`src/rtl/ascii_frame_sequencer.sv`:
```
// Serialises N_DIGITS latched BCD digits, MSB first, plus a terminator character to a UART
// transmitter through a send/done handshake. Optional leading-zero blanking and bad-digit marking.
module ascii_frame_sequencer #(
  parameter int unsigned N_DIGITS  = 3,
  parameter logic [6:0]  TERM_CHAR = 7'h23,
  parameter bit          LZ_BLANK  = 1'b0,
  parameter logic [6:0]  BAD_CHAR  = 7'h3F,
  localparam int unsigned IdxW     = $clog2(N_DIGITS + 1)
) (
  input  logic                  clk_i,
  input  logic                  rst_i,
  input  logic                  start_i,
  input  logic [4*N_DIGITS-1:0] digits_i,
  input  logic                  tx_done_i,
  output logic                  tx_send_o,
  output logic [6:0]            tx_data_o,
  output logic                  busy_o,
  output logic                  done_o,
  output logic [IdxW-1:0]       char_idx_o
);

  localparam logic [IdxW-1:0] LastIdx = IdxW'(N_DIGITS);

  typedef enum logic [1:0] {StIdle, StSend, StWait, StFin} state_e;

  state_e                state_q;
  logic [4*N_DIGITS-1:0] digits_q;
  logic [IdxW-1:0]       idx_q;
  logic                  tx_send_q;
  logic [6:0]            tx_data_q;
  logic                  busy_q;
  logic                  done_q;

  logic [IdxW-1:0]       idx_d;
  logic [6:0]            next_char;

  // Character at position idx; blanking stays active only while every earlier digit is zero.
  function automatic logic [6:0] char_of(logic [4*N_DIGITS-1:0] d, logic [IdxW-1:0] idx);
    logic       lead_zero;
    logic [3:0] dig;
    char_of   = TERM_CHAR;
    lead_zero = 1'b1;
    for (int unsigned j = 0; j < N_DIGITS; j++) begin
      dig = d[4*(N_DIGITS-1-j) +: 4];
      if (j == 32'(idx)) begin
        if (dig > 4'd9) begin
          char_of = BAD_CHAR;
        end else if (LZ_BLANK && lead_zero && (dig == 4'd0) && (j != N_DIGITS - 1)) begin
          char_of = 7'h20;
        end else begin
          char_of = {3'b011, dig};
        end
      end
      if (dig != 4'd0) lead_zero = 1'b0;
    end
  endfunction

  always_comb begin
    idx_d     = idx_q + 1'b1;
    next_char = char_of(digits_q, idx_d);
  end

  always_ff @(posedge clk_i) begin
    if (rst_i) begin
      state_q   <= StIdle;
      digits_q  <= '0;
      idx_q     <= '0;
      tx_send_q <= 1'b0;
      tx_data_q <= '0;
      busy_q    <= 1'b0;
      done_q    <= 1'b0;
    end else begin
      tx_send_q <= 1'b0;
      done_q    <= 1'b0;
      unique case (state_q)
        StIdle: begin
          if (start_i) begin
            // First character comes straight from the input so tx_send follows start by one cycle.
            digits_q  <= digits_i;
            idx_q     <= '0;
            tx_send_q <= 1'b1;
            tx_data_q <= char_of(digits_i, '0);
            busy_q    <= 1'b1;
            state_q   <= StSend;
          end
        end
        StSend: state_q <= StWait;
        StWait: begin
          if (tx_done_i) begin
            if (idx_q == LastIdx) begin
              done_q  <= 1'b1;
              busy_q  <= 1'b0;
              state_q <= StFin;
            end else begin
              idx_q     <= idx_d;
              tx_send_q <= 1'b1;
              tx_data_q <= next_char;
              state_q   <= StSend;
            end
          end
        end
        StFin: begin
          idx_q   <= '0;
          state_q <= StIdle;
        end
        default: state_q <= StIdle;
      endcase
    end
  end

  assign tx_send_o  = tx_send_q;
  assign tx_data_o  = tx_data_q;
  assign busy_o     = busy_q;
  assign done_o     = done_q;
  assign char_idx_o = idx_q;

endmodule

```
`config.mk`:
```
export PLATFORM = sky130hd
export DESIGN_NAME = ascii_frame_sequencer
export DESIGN_NICKNAME = d
export VERILOG_FILES = /design/src/rtl/ascii_frame_sequencer.sv
export SDC_FILE = /design/constraint.sdc
export NUM_CORES = 1
export LEC_CHECK = 0
export ABC_CLOCK_PERIOD_IN_PS = 1800
export CORE_MARGIN = 2
export CORE_UTILIZATION = 35
export DETAILED_ROUTE_END_ITERATION = 16
export SYNTH_ARGS = -nofsm -noshare
export SYNTH_HDL_FRONTEND = slang
export SYNTH_SLANG_ARGS = --single-unit
```
`constraint.sdc`:
```
create_clock -name clk_i -period 1.8 [get_ports clk_i]
set_input_delay 0.18 -clock clk_i [delete_from_list [all_inputs] [get_ports clk_i]]
set_output_delay 0.18 -clock clk_i [all_outputs]
set_load 0.1 [all_outputs]
```
After elaboration in Yosys (flattened, before gate mapping). Index checks and enable logic that the tools add are counted.

Flip-flop bits (word level): 26. Input port bits: 16. Output and inout port bits: 12. Logic and storage cells: 62.

Add/sub/neg operators: 1. $lt $le $gt $ge: 4. Eq/ne operators: 10. Muxes and demuxes: 28. Bitwise gates (word level): 2. Reductions and logical operators: 10.

Operators with widths (number): 7-bit 2-to-1 mux (5); 4-bit greater-than comparator, second input constant (4); 4-bit 2-to-1 mux (4); 7-bit case mux with 2 select lines (1); 2-bit 2-to-1 mux (6); 4-bit AND reduction (3); 2-bit inequality test, second input constant (4); 2-bit case mux with 4 select lines (1); 1-bit 2-to-1 mux (7); 2-bit == test, second input constant (3); 2-bit case mux with 3 select lines (1); 5-bit 2-to-1 mux (1); 2-bit zero test (2); 1-bit case mux with 2 select lines (2); 2-bit AND reduction (2); 3-bit nonzero test (1); 3-bit OR reduction (1); 2-bit by 1-bit adder with 2-bit output, second input constant (1); 1-bit by 2-bit == test with 1-bit output, first input constant (1); 2-bit by 1-bit == test with 1-bit output, second input constant (1); 2-bit == test, first input constant (1); 1-bit NOT (2); 2-bit nonzero test (1).

Depth between registers and ports, before layout.
Depth after elaboration: 8. Depth in mapped cells: 6. Mapped depth without buffers: 6.

Least setup slack after synthesis. No wires, ideal clock.

Path kind: register to register. Start: register idx_q[1], in the netlist char_idx_o[1]. End: register tx_data_q[1], in the netlist tx_data_o[1]. Library setup time: 0.119 ns. Arrival time: 2.005 ns. Data required time: 1.681 ns. Slack: -0.323 ns. Stages on the path, launching flop included: 6. Path buffers: 0. Clock period less this slack: 2.123 ns. Cell sequence: dfxtp_1 -> inv_1 -> ha_1 -> a2111oi_2 -> o31ai_1 -> a32o_1.

Word-level cells in the longest chain between the ends: 8. Elaborated cells on any way between the ends: 13. Classes of those cells: add/sub: 1; eq/ne: 4; mux: 6; reduce/logical: 2.

Ends and longest elaborated chain: from (decl) (RTL line 28) `logic [IdxW-1:0] idx_q;`; from (signal assigned) (RTL line 95) `idx_q <= idx_d;`; 2-bit by 1-bit adder with 2-bit output (RTL line 59) `idx_d = idx_q + 1'b1;`; 2-bit zero test (RTL line 45) `if (j == 32'(idx)) begin`; 5-bit 2-to-1 mux (RTL line 45); 7-bit 2-to-1 mux (2 in series) (RTL line 45); 7-bit 2-to-1 mux (RTL line 90) `if (idx_q == LastIdx) begin`; 7-bit 2-to-1 mux (RTL line 89) `if (tx_done_i) begin`; 7-bit case mux with 2 select lines (RTL line 75) `unique case (state_q)`; to (signal assigned) (RTL line 82) `tx_data_q <= char_of(digits_i, '0);`; to (signal assigned) (RTL line 97) `tx_data_q <= next_char;`; to (decl) (RTL line 30) `logic [6:0] tx_data_q;`.

Parallel ways exist; a longest one is shown, timed or not. The select of a mux whose other input is x is not followed. A chain may end at the register's enable or synchronous reset.

Final worst setup path.
Start: register state_q[1]. End: register digits_q[5].

Word-level cells in the longest chain between the ends: 2.

Ends and longest elaborated chain: from (decl) (RTL line 26) `state_e state_q;`; from (signal assigned) (RTL line 65) `state_q <= StIdle;`; from (signal assigned) (RTL line 84) `state_q <= StSend;`; from (signal assigned) (RTL line 87) `StSend: state_q <= StWait;`; 2-bit zero test (RTL line 75); 2-bit AND reduction (no line); to (signal assigned) (RTL line 79) `digits_q <= digits_i;`; to (decl) (RTL line 27) `logic [4*N_DIGITS-1:0] digits_q;`.

Every way passes these cells.

==> impl_metrics.json <==
{
  "max-vdd-ir-drop_mv": 0.381,
  "rsz0062_at_grt": "false",
  "grt_pass1_vias": 884,
  "wirelength_um": 2510,
  "port_buffers": 26,
  "core_area_mm2": 0.00303,
  "reg2reg_to": "digits_q[5]",
  "worstPathMaxFanout": 12,
  "numClockSinks": 22,
  "layout_setup_ws_ps": 228,
  "ctsRootBufferMaster": "clkbuf_4",
  "ant_nets": 0,
  "worst_pin_slew_ps": 509,
  "start_util_pct": 36.7,
  "finalHoldViolCount": 0,
  "rr_startpoint": "state_q[1]",
  "slew_violations": 0,
  "fin_util_pct": 45.7,
  "dieArea_mm2": 0.00365,
  "r2r_slack_ps": 230,
  "post-cts-setup-buffer-count": 0,
  "startpoint_type": "flop",
  "drt_iter0_markers": 9,
  "slew_headroom_pct": 66.0,
  "status": "completed",
  "fp.dieH_um": 60.4,
  "fin_skew_ps": 5.06,
  "reg2reg_depth": 4,
  "critical_path_class": "flop to flop",
  "grt.overflow.total": 0,
  "p_per_area_mw_per_mm2": 822,
  "vias_per_cell": 4.88,
  "ios": 28,
  "remaining_drc_errors": 0,
  "min_from": "digits_i[3]",
  "netlist_instances": 127,
  "antenna_found_initial": 0,
  "crit_arrival_ps": 1820,
  "vias": 946,
  "synth_fp_nets": 147,
  "die_x_um": 60.4,
  "dp_hpwl_um": 1890,
  "grt_use_total_pct": 15.4,
  "layoutNonFillerInstCount": 194,
  "synth.avg_cell_area_um2": 8.76,
  "cts_resized": 0,
  "worstHoldEndpoint": "digits_q[3]",
  "ys_seq_area_share_pct": 39.6,
  "worstPathRequired_ps": 2040,
  "max_freq_ghz": 0.636,
  "firstDrtPassIters": 4,
  "min_path_cells": 3,
  "hp-class": "input port to flop",
  "dp.cells": 191,
  "multiInputGateArea_um2": 606,
  "synthDistinctLibCells": 38,
  "clockBufferDepth": 2,
  "clk_latency_ps": 310,
  "whs_ps": 402,
  "synth_seq_cells": 22,
  "place_area_mm2": 0.00136,
  "cts_buffers": 3,
  "cts_tree": "built",
  "period_minus_slack_ps": 1570,
  "final_area_mm2": 0.00139,
  "grt_start_max_net_pins": 13,
  "htree_num_levels": 1,
  "areaGrowthSynthToFinish_pct": 24.5,
  "power_mw": 1.14,
  "ys_warn_count": 0,
  "max_cap_violations": 0,
  "routedWlPerCell_um": 12.9,
  "finish.net_count": 172,
  "drive_gt1_share_pct": 19.3,
  "leakage_nw": 0.553,
  "num_rows": 20,
  "antenna_cells": 0,
  "setup_tns_ps": 0,
  "finalSetupViolCount": 0,
  "syn_area_mm2": 0.00111,
  "hold_buffers": 0,
  "end_kind": "flop",
  "fin_crit_sh_pct": 87.4,
  "pre_cts_ws_ps": 267,
  "path_clk_slew_ps": 120,
  "grt_pass1_wl_um": 4120,
  "globalplace.congestion": 0.903,
  "fill_cells": 309,
  "seqCellArea_um2": 443
}
[kinds of logic after synthesis]
logic type,share of synthesized area (%)
compound gates,27.2
fa+ha+maj,4.50
buf+inv,5.96
flops,39.6
mux,0.900
other cells,0.337
simple gates,21.5
[power breakdown]
part | total [mW] | internal, mW | switching, mW
logic | 0.352 | 0.113 | 0.239
registers | 0.559 | 0.523 | 0.0366
clock network | 0.227 | 0.0784 | 0.149
total | 1.14 | 0.714 | 0.424
[flip-flops by register name, indices dropped and copies added, names as in the netlist]
register / count
busy_o: 1
char_idx_o: 2
digits_q: 9
tx_send_o: 1
done_o: 1
state_q: 2
tx_data_o: 6
[area by class of cell]
cell class	instances	share of cell area [%]
inverters	5	1.36
clock buffers	3	1.63
flip-flops and latches	22	32.0
multi-input cells	93	43.7
well taps	44	3.97
repair buffers	27	17.3
[worst max path at each step]
stage | from | end
2_1_floorplan | char_idx_o[1] | tx_data_o[1]
3_3_place_gp | char_idx_o[0] | tx_data_o[2]
3_5_place_dp | tx_done_i | tx_data_o[2]
4_1_cts | state_q[1] | digits_q[5]
5_1_grt | state_q[1] | digits_q[4]
6_report | state_q[1] | digits_q[5]
[cells in the mapped netlist]
cell / instances / area (µm²)
nor3_1: 2 / 10.0
nand2b_4: 1 / 13.8
buf_4: 1 / 7.51
buf_6: 2 / 22.5
nand2_1: 24 / 90.1
a21oi_1: 14 / 70.1
o41ai_1: 1 / 8.76
nand4b_1: 1 / 8.76
ha_1: 4 / 50.1
nor2b_1: 2 / 12.5
nor4b_1: 1 / 8.76
nor2_1: 10 / 37.5
or2_1: 1 / 6.26
a211o_1: 1 / 8.76
inv_1: 3 / 11.3
buf_2: 2 / 10.0
a22o_1: 1 / 8.76
o21a_1: 3 / 22.5
a211oi_1: 3 / 22.5
a2111oi_2: 1 / 15.0
or2b_4: 1 / 11.3
and2b_1: 1 / 7.51
o21ai_0: 5 / 25.0
nor2_2: 2 / 12.5
a311oi_2: 1 / 15.0
clkbuf_1: 2 / 7.51
a21oi_4: 1 / 16.3
inv_2: 2 / 7.51
mux2i_1: 1 / 10.0
o31ai_1: 2 / 15.0
nand3b_4: 1 / 20.0
a211oi_4: 1 / 20.0
dfxtp_1: 22 / 440
a21o_1: 2 / 15.0
conb_1: 1 / 3.75
o22ai_2: 1 / 12.5
a22oi_1: 1 / 7.51
a32o_1: 2 / 20.0
[cell usage in the layout, fill, tap and decap left out, types with 2 or more instances in the layout]
cell,Yosys,final
nand2_1,24,24
dfxtp_1,22,20
clkdlybuf4s50_1,0,15
a21oi_1,14,14
buf_4,1,12
nor2_1,10,10
o21ai_0,5,5
ha_1,4,4
inv_1,3,3
o21a_1,3,3
a211oi_1,3,3
clkbuf_4,0,3
nor2_2,2,2
nor2b_1,2,2
inv_2,2,2
nor3_1,2,2
a21o_1,2,2
o31ai_1,2,2
a32o_1,2,2
dfxtp_2,0,2
[critical path: stages (launching register included)]
cell      delay (ps)
dfxtp_1          660
nand2b_4         280
or2_1            310
nand2_1          100
a21oi_1          150
[per-layer routing]
metal | track usage, % | share of wire (%) | up-vias
met3 | 2.77 | 3.7 | 7
met2 | 24.1 | 45 | 20
li1 | - | - | 490
met4 | 8.89 | 3.0 | 0
met1 | 20.1 | 49 | 429
met5 | 0 | 0 | -
(Power assumes the default switching activity.)
